**src/rtl/sdram_model_pkg.sv**
```systemverilog
// Shared types for the block-RAM SDRAM channel responder.
package sdram_model_pkg;

  localparam int unsigned SDRAM_ADDR_W = 27;

  typedef enum logic [1:0] {IDLE, BUSY, DONE} state_t;

  typedef enum logic {CH1, CH2} ch_id_t;

  typedef struct packed {
    logic [SDRAM_ADDR_W-1:0] addr;
    logic [7:0]              din;
    logic                    rnw;
  } req_t;

endpackage

```
**src/rtl/sdram_bram_model_if.sv**
```systemverilog
// One SDRAM request channel: addr/din/rnw/req from the requester,
// ready/done/dout back from the responder.
interface sdram_bram_model_if;
  import sdram_model_pkg::*;

  logic [SDRAM_ADDR_W-1:0] addr;
  logic [7:0]              din;
  logic                    rnw;
  logic                    req;
  logic                    ready;
  logic                    done;
  logic [7:0]              dout;

  modport master (output addr, din, rnw, req, input ready, done, dout);
  modport slave  (input addr, din, rnw, req, output ready, done, dout);

endinterface

```
**src/rtl/sdram_model_port.sv**
```systemverilog
// Per-channel request capture: latches the request on a req/ready
// handshake, holds the pending flag and generates ready.
//   bus      - channel interface (slave side)
//   complete - one-cycle completion from the arbiter; drives done and
//              frees the channel in the same cycle
//   dout     - read data register from the top, passed to the channel
//   req      - latched request, address already reduced modulo 2^ADDR_W
//   pending  - request outstanding
module sdram_model_port
  import sdram_model_pkg::*;
#(
  parameter int unsigned ADDR_W = 16
) (
  input  logic                clk,
  input  logic                reset,
  sdram_bram_model_if.slave   bus,
  input  logic                complete,
  input  logic [7:0]          dout,
  output req_t                req,
  output logic                pending
);

  localparam logic [SDRAM_ADDR_W-1:0] ADDR_MASK =
    SDRAM_ADDR_W'((64'd1 << ADDR_W) - 64'd1);

  req_t req_q, req_d;
  logic pending_q, pending_d;
  logic ready;
  logic accept;

  always_comb begin
    // ready is high in the completion cycle, so a held req is taken again
    ready     = !pending_q || complete;
    accept    = bus.req && ready;
    pending_d = pending_q;
    req_d     = req_q;
    if (complete) begin
      pending_d = 1'b0;
    end
    if (accept) begin
      pending_d  = 1'b1;
      req_d.addr = bus.addr & ADDR_MASK;
      req_d.din  = bus.din;
      req_d.rnw  = bus.rnw;
    end
  end

  always_ff @(posedge clk or posedge reset) begin
    if (reset) begin
      pending_q <= 1'b0;
      req_q     <= '0;
    end else begin
      pending_q <= pending_d;
      req_q     <= req_d;
    end
  end

  assign bus.ready = ready;
  assign bus.done  = complete;
  assign bus.dout  = dout;
  assign req       = req_q;
  assign pending   = pending_q;

endmodule

```
**src/flat_wrapper.sv**
```systemverilog
// flat-port wrapper written by rule: the top's interface ports become plain ports
module sdram_model_port_flat import sdram_model_pkg::*;
#(
  parameter int unsigned ADDR_W = 16
)
  (clk, reset, complete, dout, req, pending, bus_addr, bus_din, bus_rnw, bus_req, bus_ready, bus_done, bus_dout);
  sdram_bram_model_if bus_i ();
  input  logic clk;
  input  logic reset;
  input  logic complete;
  input  logic [7:0] dout;
  output req_t req;
  output logic pending;
  input wire logic [$bits(bus_i.addr)-1:0] bus_addr;
  input wire logic [$bits(bus_i.din)-1:0] bus_din;
  input wire logic [$bits(bus_i.rnw)-1:0] bus_rnw;
  input wire logic [$bits(bus_i.req)-1:0] bus_req;
  output wire logic [$bits(bus_i.ready)-1:0] bus_ready;
  output wire logic [$bits(bus_i.done)-1:0] bus_done;
  output wire logic [$bits(bus_i.dout)-1:0] bus_dout;
  assign bus_i.addr = bus_addr;
  assign bus_i.din = bus_din;
  assign bus_i.rnw = bus_rnw;
  assign bus_i.req = bus_req;
  assign bus_ready = bus_i.ready;
  assign bus_done = bus_i.done;
  assign bus_dout = bus_i.dout;
  sdram_model_port #(.ADDR_W(ADDR_W)) u_core (.clk(clk), .reset(reset), .bus(bus_i), .complete(complete), .dout(dout), .req(req), .pending(pending));
endmodule
```
**config.mk**
```make
export PLATFORM = sky130hd
export DESIGN_NAME = sdram_model_port_flat
export DESIGN_NICKNAME = d
export VERILOG_FILES = /design/src/rtl/sdram_model_pkg.sv /design/src/rtl/sdram_bram_model_if.sv /design/src/rtl/sdram_model_port.sv /design/src/flat_wrapper.sv
export SDC_FILE = /design/constraint.sdc
export NUM_CORES = 1
export LEC_CHECK = 0
export ABC_AREA = 0
export CORE_MARGIN = 1.5
export CORE_UTILIZATION = 35
export CTS_BUF_LIST = sky130_fd_sc_hd__clkbuf_2 sky130_fd_sc_hd__clkbuf_4 sky130_fd_sc_hd__clkbuf_8
export DETAILED_ROUTE_END_ITERATION = 8
export PLACE_DENSITY = 0.85
export SYNTH_ARGS = -nofsm -noshare
export SYNTH_HDL_FRONTEND = slang
export SYNTH_SLANG_ARGS = --single-unit
```
**constraint.sdc**
```tcl
create_clock -name clk -period 2.15 [get_ports clk]
set_clock_uncertainty 0.15 [all_clocks]
set_input_delay 0.43 -clock clk [delete_from_list [all_inputs] [get_ports clk]]
set_output_delay 0.43 -clock clk [all_outputs]
set_load 0.01 [all_outputs]
```
; Yosys cells after proc, flatten, opt, wreduce, memory -nomap -nowiden
; Cells that the tools add are included.
[word_totals]
regBits = 26
input_bits = 48
elab_cells = 10
[classes]
reduce_logical = 4
mux = 2
[op_table]
columns = op, n
row1 = $mux 1, 2
row2 = $reduce_bool 2->1, 1
row3 = $logic_and 1x1->1, 1
row4 = $logic_not 1->1, 1
row5 = $logic_or 1x1->1, 1

; Logic depth before layout (Yosys ltp)
; Gate-level depths: netlist (run 1).
[depth]
ltp_word = 4
mapped_depth = 4
depth_no_buf = 3

; Least setup slack after synthesis (run 1)
; OpenSTA, ideal clock, no wires.
[synth_path]
path_type = input to register
startpoint = input complete
endpoint = register u_core.req_q (netlist bit u_core.req[0])
setup_time_ns = 0.125
stages = 4
n_path_buf = 1
t_arrival_ns = 1.147
path_slack_ns = 0.728
path_cell_list = nand2b_4 > nand2_4 > buf_12 > mux2_4
[synth_via]
elab_chain_cells = 2
[synth_lines]
columns = element, line_no
row1 = start: declaration, flat_wrapper.sv:10  ; input logic complete;
row2 = $logic_or 1x1->1, sdram_model_port.sv:33  ; ready = !pending_q || complete;
row3 = $logic_and 1x1->1, sdram_model_port.sv:34  ; accept = bus.req && ready;
row4 = end signal: assignment, sdram_model_port.sv:54  ; req_q <= req_d;
row5 = end: declaration, sdram_model_port.sv:26  ; req_t req_q, req_d;
; Every way passes these cells.
; A chain may end at the register's enable or synchronous reset.

; Worst setup path after layout (run 1)
[layout_path]
startpoint = input complete
endpoint = output bus_done
[layout_rtl]
columns = element, line_no
row1 = end: declaration, flat_wrapper.sv:19  ; output wire logic [$bits(bus_i.done)-1:0] bus_done;
; No word-level cell between the ends.

==> results of run 1 <==
worst reg2reg max path, cell delays in order (launching register included):
cell	delay (ps)
dfrtp_1	420
nand2b_4	60
buf_4	140
nand2_4	90
buf_12	160
mux2_2	340
stage by stage:
stage	power (uW)	std cells	hold slack, ps	area [um2]	setup TNS, ps
floorplan	819.4	88	320.0	1275	0
global placement	1000	172	339.2	1758	0
detailed placement	1015	172	345.9	1758	-10.95
CTS	1347	176	289.3	1809	0
global route	1395	176	313.5	1809	0
finish	1326	176	296.8	1809	0
kinds of logic (layout without fill, tap and decap cells):
family	after synthesis	count (layout)
buffers and inverters	23	65
flip-flops	26	26
multiplexers	25	25
other	1	11
AND/OR/NAND/NOR	3	3
layout by cell type (no fill, tap or decap):
| master | instances |
|---|---|
| clkdlybuf4s50_1 | 55 |
| mux2_4 | 20 |
| conb_1 | 11 |
| dlygate4sd2_1 | 1 |
| inv_1 | 1 |
| clkbuf_4 | 3 |
| buf_4 | 2 |
| nand2b_4 | 1 |
| buf_12 | 2 |
| bufinv_16 | 1 |
| or2b_1 | 1 |
| dfrtp_1 | 26 |
| nand2_4 | 1 |
| mux2_2 | 5 |
how the worst max path moves through the flow:
stage	slack, ps	cells past startpoint	startpoint	endpoint
2_1_floorplan	730	4	complete	u_core.req[0]
3_3_place_gp	20	3	complete	bus_ready
3_5_place_dp	-10	3	complete	bus_ready
4_1_cts	110	2	complete	bus_done
5_1_grt	110	2	complete	bus_done
6_report	120	2	complete	bus_done
final cells by class:
cell class,count,area share [%]
clock buffers,3,1.245
flip-flops and latches,26,35.96
inverters,1,0.2075
clock inverters,1,1.660
well taps,46,3.181
repair buffers,60,33.96
multi-input cells,39,23.79
timing repair:
item	in CTS	in global routing
hold buffers	0	0
gates resized for setup	1	0
endpoints found under the setup margin	1	0
registers in the layout, indices dropped and copies added, names as in the netlist:
name            count
u_core.pending      1
u_core.req         25
per-layer routing:
layer / wire [um] / part of all wire [%] / vias to the layer above
met5: 0 / 0 / -
met4: 0 / 0 / 0
met3: 172 / 7.5 / 0
met2: 1244 / 54 / 40
met1: 881 / 38 / 349
li1: - / - / 331
where the power goes:
part | switching (uW) | internal, uW | total [uW]
registers | 39.2 | 559 | 598
clock network | 137 | 188 | 326
logic | 131 | 272 | 402
==> results.md, run 1 <==
- The run finished with clean final reports.
- Setup repair after global routing left no endpoint under its margin.
- The post-route antenna net violation count is 0.
- The worst setup path is of the input pin to output pin kind.
- The endpoint of the worst register-to-register path is u_core.req[10].
- The arrival time at the worst endpoint is approximately 1500 ps.
- In the global route stage, met3 resource usage came out at 4.685%.
- The number of top-level pins is 95.
- The path class of the tightest hold or removal check is input pin to async pin.
- The TritonCTS buffer count is 3.
- The count of input and output buffers is 56.
- The layer flagged by global routing as most heavily used is met2.
- The routed layout has 720 vias.
- The register cell area after layout is approximately 650 um2.
- The initial cell density of the core is a little under two fifths.
- The final critical path takes up 94.25% of the cycle.
- The layout net count is between 150 and 200.
- The number of inserted filler cells in the final layout is 301.
- The antenna diode count is 0.
- The dominant cell type by area after synthesis is dfrtp_1.
- The worst register-to-register path begins at u_core.pending.
- The mapped netlist covers 1237 um2.
- The worst setup path is launched from an input pin.
- Multiplexer cells account for a little under 30% of the synthesized area.
- The H-tree depth is 1.
- The fraction of the mapped netlist area in compound gates is 0%.
- The slowest stage of the critical path is the clkdlybuf4s50_1 cell.
- Summing the areas of all and, or, nand and nor instances in the mapped netlist gives 2.629% of the synthesized area.
- Counting along the longest clock path gives a buffer depth of 2.
- The number of hold violations in the final report was 0.
- For flop-to-flop paths, the worst setup slack is 710 ps.
- The core area is 3363 um2.
- The floorplan has 21 rows.
- The cell type with the highest occurrence count on the critical path is clkdlybuf4s50_1.
- In this run the worst path has a maximum fanout of 2.
- The largest net degree at the start of global routing is 27.
- The area share of fa/ha/maj cells after synthesis is 0%.
- Yosys mapped a number of flops with a built-in enable equal to 0.
- The highest ir drop seen on vdd is 679.4 uV.
- The fraction of the core area covered by cells at the end of the flow is 53.79%.
- The number of warning messages in the yosys log is 0.
- The dominant synthesized flop cell is dfrtp_1.
- The number of setup buffers added after CTS is 0.
- From synthesis to final layout, the design area changed by 46.21%.
- Based on the critical path, the design can be clocked at up to 493.5 MHz.
- The register clock-pin slew on the reported worst setup and hold paths is 140 ps.
- The global placement routability congestion is 0.6474.
- For the worst-skew pair, the clock arrives at the later sink with an insertion delay of 310 ps.
- Summing the areas of all xor and xnor instances in the mapped netlist gives 0% of the synthesized area.
- After synthesis the netlist holds a flip-flop and latch count of 26.
- Walking the worst path, the cells encountered are clkdlybuf4s50_1, clkdlybuf4s50_1.
- For this run, global-route usage on met1 was measured as 13.41%.
- In the synthesized netlist, the cells that appear most often are 26 x dfrtp_1, 20 x buf_4, 20 x mux2_4, 5 x mux2_2, 2 x buf_12.
- The clock tree from TritonCTS is built.
- The first routing iteration left 6 violations.
- The most common cell in the synthesized netlist is dfrtp_1.
- Measured along the y axis, the die boundary spans about 62 um.
- The die covers between 3000 and 4000 um2.
- OpenSTA, run right after detailed placement, puts the worst setup slack at -10.95 ps.
- For this run the aggregate overflow at the end of global routing stands at 0.
- The met2 routing resource usage after global routing is 22.85%.
- The via count of the first global-routing pass is 764.
- The clock root buffer master is clkbuf_4.
- The detailed-route vias per instance is 4.091.
- The number of maximum-capacitance constraint violations is 0.
- Power spread over the standard cell area amounts to 733.1 nW/um2.
- In the final layout, the multi-input gates occupy 430.4 um2.
- Counting every sink on the clock net gives 26.
- After detailed routing, the average wire length per cell comes to 13.06 um.
- The number of detailed-routing iterations run before antenna repair is 4.
- The minimum period implied by the final worst setup slack is 2026 ps.
- Setup violations remaining at the end of the flow were counted as 0.
- The worst setup path is captured at an output pin.
- Across all setup checks in the final design, the least slack found is 123.6 ps.
- The data required time at the worst endpoint is 1570 ps.
- The largest stage delay on the critical path is 540 ps.
- The leakage power total is roughly 0.00083 uW.
- The share of the Yosys chip area taken by registers is between 50% and 60%.
- The fraction of final layout cells with drive strength greater than 1 is between 20% and 30%.
- The number of max-slew violations in the final report is 0.
- The initial antenna violation count is 0.
- The buffering stage count on the worst path with inverters included is 2.
- The cell type group with the largest total delay on the critical path is buffers and inverters.
- The floorplan step set the die width to 62.46 um.
- Synthesis produced a netlist whose cell count is 78.
- The worst reg2reg path depth is 5.
- After synthesis, the cell types taking the most area are dfrtp_1 53%, mux2_4 24%, buf_4 12%.
- The global-route wire length before repair is roughly 3800 um.
- The mean cell area of the mapped netlist is about 16 um2.
- The top cell type by area accounts for between 50% and 60% of the synthesized area.
- After synthesis, the largest family of logic cells by area is multiplexers.
- The routed wire length is around 2300 um.
- For this run, design rule violations remaining after detail routing come to 0.
- Yosys mapped the design onto 10 distinct sky130hd cell types.
- Of all flip-flops after synthesis, the portion carrying an async set or reset was 100.0%.
- Global routing consumed, over all layers together, 12.13% of the routing resources.
- The placed wire-length estimate after detailed placement is 1822 um.
Power figures use the tool's default switching activity.
==> inputs of run 2 (changes only) <==
--- a/constraint.sdc
+++ b/constraint.sdc
@@ -3,3 +3,3 @@
 set_input_delay 0.43 -clock clk [delete_from_list [all_inputs] [get_ports clk]]
 set_output_delay 0.43 -clock clk [all_outputs]
-set_load 0.01 [all_outputs]
+set_load 0.05 [all_outputs]
==> run 2 against run 1 <==
Against the previous run:
- sequential share of layout area decreased by 0.47 points
- clock-buffer cell count unchanged
- core utilization up 0.71 points
- final area rose by 1.3%
- total power is 20% higher
- non-clock buffer count down 1
- first-iteration DRC count is 33% lower
- die area unchanged
- sequential power barely moved
- largest power group is now combinational cells
- clock power rose by 2%
- highest routed layer is now met4
- largest cell class unchanged
- hold slack lost 8.6 ps
==> results.md, run 2 (same netlist as run 1, synthesis figures left out) <==
- The run finished with clean final reports.
- The number of max-slew violations in the final report is 0 (unchanged).
- The layout net count was 178 (-0.56%).
- The total overflow reported by the global router was 0 (unchanged).
- The later-pin clock latency in the skew report is 310 ps (about the same).
- The slowest stage of the critical path belongs to the cell clkdlybuf4s50_1.
- The worst relative slew slack is 65.27%.
- STA classifies the critical path startpoint as a flop.
- The count of input and output buffers is 56 (unchanged).
- The number of flip-flops under the largest register name is 25 (unchanged).
- The worst setup path is captured at an output pin.
- The average routed wire per standard cell was 13.57 um (+3.9%).
- The global placement routability congestion came to 0.6798 (+5.0%).
- The via count of the first global-routing pass came to 764 (unchanged).
- Compared with the post-synthesis result, the final layout area differs by 48.13%.
- The global-route wire length before repair was 3870 um (+2.2%).
- The number of rows in the core area was 21 (unchanged).
- The library cells used most frequently in the layout, excluding fill and tap cells, are 50 x clkdlybuf4s50_1, 26 x dfrtp_1, 20 x mux2_4.
- The part of the power in combinational logic came to 41.7% (+11 points).
- The total via count in the routed design is 740 (+2.8%).
- The number of hold violations in the final report came to 0 (unchanged).
- The final setup TNS was 0 ps (unchanged).
- The H-tree depth was 1 (unchanged).
- Leaving out fill and tap cells, the most frequent cell in the layout is clkdlybuf4s50_1.
- The routed wire length is 2375 um (+3.4%).
- The part of the power in the clock network is 20.7% (-3.9 points).
- The internal cell power is 1021 uW (+0.23%).
- The post-detailed-placement cell area is 1770 um2 (+0.71%).
- The total non-filler cell area in the finished layout is 1833 um2 (+1.3%).
- The number of buffers added to fix hold violations after cts came to 0 (unchanged).
- The final instance count without filler cells came to 175 (-0.57%).
- The number of maximum-capacitance constraint violations is 0 (unchanged).
- The number of buffers between clock root and the deepest sink is 2 (unchanged).
- The maximum clock frequency was 478.3 MHz (-3.1%).
- The initial antenna violation count is 0 (unchanged).
- The placed wire-length estimate after detailed placement is 1886 um (+3.5%).
- The register share of total power came to 37.5% (-7.6 points).
- The number of placed instances, taps included is 171 (-0.58%).
- The maximum fanout along the worst path was 2 (unchanged).
- The buffering stage count on the worst path with inverters included is 1 (-1).
- The number of top-level pins came to 95 (unchanged).
- Clock tree synthesis selected as its root buffer the cell clkbuf_4.
- The number of design rule violations left after detail routing is 0 (unchanged).
- The minimum period implied by the final worst setup slack is 2091 ps (+64.35 ps).
- The largest net degree at the start of global routing is 27 (unchanged).
- Setup repair after global routing left no endpoint under its margin.
- The core area is 3363 um2 (unchanged).
- The final period utilization came to 97.25% (+3.0 points).
- The fraction of final layout cells with drive strength greater than 1 came to 27.91% (+0.98 points).
- The final count of negative-setup-slack endpoints was 0 (unchanged).
- The iteration-0 DRC count of the detailed router is 4 (-2).
- The detailed-route vias per instance is 4.229 (+3.4%).
- The number of detailed-routing iterations run before antenna repair is 3 (-1).
- The highest ir drop seen on vdd is 483.3 uV (-29%).
- The power per unit of standard cell area is 871.8 nW/um2 (+19%).
- The kind of path behind the tightest hold check is input pin to async pin.
- The register clock-pin slew on the reported worst setup and hold paths is 140 ps (about the same).
- The initial cell density of the core came to 36.79% (unchanged).
- The type of the worst setup path is flop to output pin.
- The net switching power of the design was 576.7 uW (+88%).
- The antenna diode count came to 0 (unchanged).
- The largest stage delay on the critical path came to 810 ps (+270 ps).
- The switching part of the total is 36.09% (+13 points).
- Walking the worst path, the cells encountered are clkdlybuf4s50_1.
- The post-route antenna net violation count is 0 (unchanged).
- The leakage power total was 0.0008745 uW (+4.8%).
- The clock net sink count is 26 (unchanged).
- The area of the die is 3901 um2 (unchanged).
- TritonCTS built the clock tree.
- The TritonCTS buffer count is 3 (unchanged).
- The total routing usage reported by global routing came to 12.56% (+0.43 points).
- The data required time at the worst endpoint is 1570 ps (about the same).
- The arrival time at the worst endpoint is 1510 ps (+60 ps).
- At the pin with the least slew margin, the transition time is around 520 ps.
- Among cell families on the critical path, the largest total delay comes from buffers and inverters.
- The overall die height is 62.46 um (unchanged).
- The die boundary width came to 62.46 um (unchanged).
-- run 2: what timing repair did --
item                                    CTS  global route
buffers inserted                          0             0
endpoints found under the setup margin    0             4
gates resized for setup                   0             4
hold endpoints to repair                  0             0
-- run 2: through the flow --
step	total power (uW)	utilization [%]	hold WS (ps)	setup WS (ps)
2_1_floorplan	1104	-	320.0	379.4
3_3_place_gp	1267	52.64	339.1	209.5
6_report	1598	54.50	288.2	59.22
5_1_grt	1660	54.50	294.2	0.01632
3_5_place_dp	1283	52.64	347.7	154.5
4_1_cts	1616	54.20	288.5	0.5579
-- run 2: path summary, 6_finish.rpt --
path / slack, ps / to / startpoint / cells after the start
worst max-delay path: 60 / req[1] / u_core.req[1] / 1
worst min-delay path: 290 / u_core.req[10] / reset / 3
worst max register to register: 810 / u_core.req[9] / u_core.pending / 4
worst min register to register: 380 / u_core.req[16] / u_core.req[16] / 1
max in group asynchronous: 1320 / u_core.req[17] / reset / 3
min in group clk: 380 / u_core.req[16] / u_core.req[16] / 1
-- run 2: power groups by stage --
| stage | Sequential (uW) | Combinational [uW] | Clock, uW |
|---|---|---|---|
| global placement | 603 | 663 | 0 |
| global route | 609 | 691 | 359 |
| detailed placement | 610 | 673 | 0 |
| floorplan | 857 | 247 | 0 |
| finish | 600 | 667 | 331 |
| CTS | 602 | 674 | 340 |
-- run 2: metal layers --
metal  vias up  GRT usage, %  part of all wire, %
li1        330             -                    -
met1       368         12.96                   36
met2        40         24.06                   56
met3         2         5.766                  7.6
met4         0        0.8333                 0.34
met5         -             0                    0
-- run 2: final cells by class --
| cell class | instances | area (um2) |
|---|---|---|
| clock buffers | 3 | 22.52 |
| clock inverters | 1 | 30.03 |
| fillers | 308 | 1530 |
| inverters | 1 | 3.754 |
| multi-input cells | 39 | 430.4 |
| flip-flops and latches | 26 | 650.6 |
| well taps | 46 | 57.56 |
| repair buffers | 59 | 638.1 |
-- run 2: worst min-delay path: cells and delay by family --
family | cells | cell delay, ps
buffers and inverters | 3 | 740
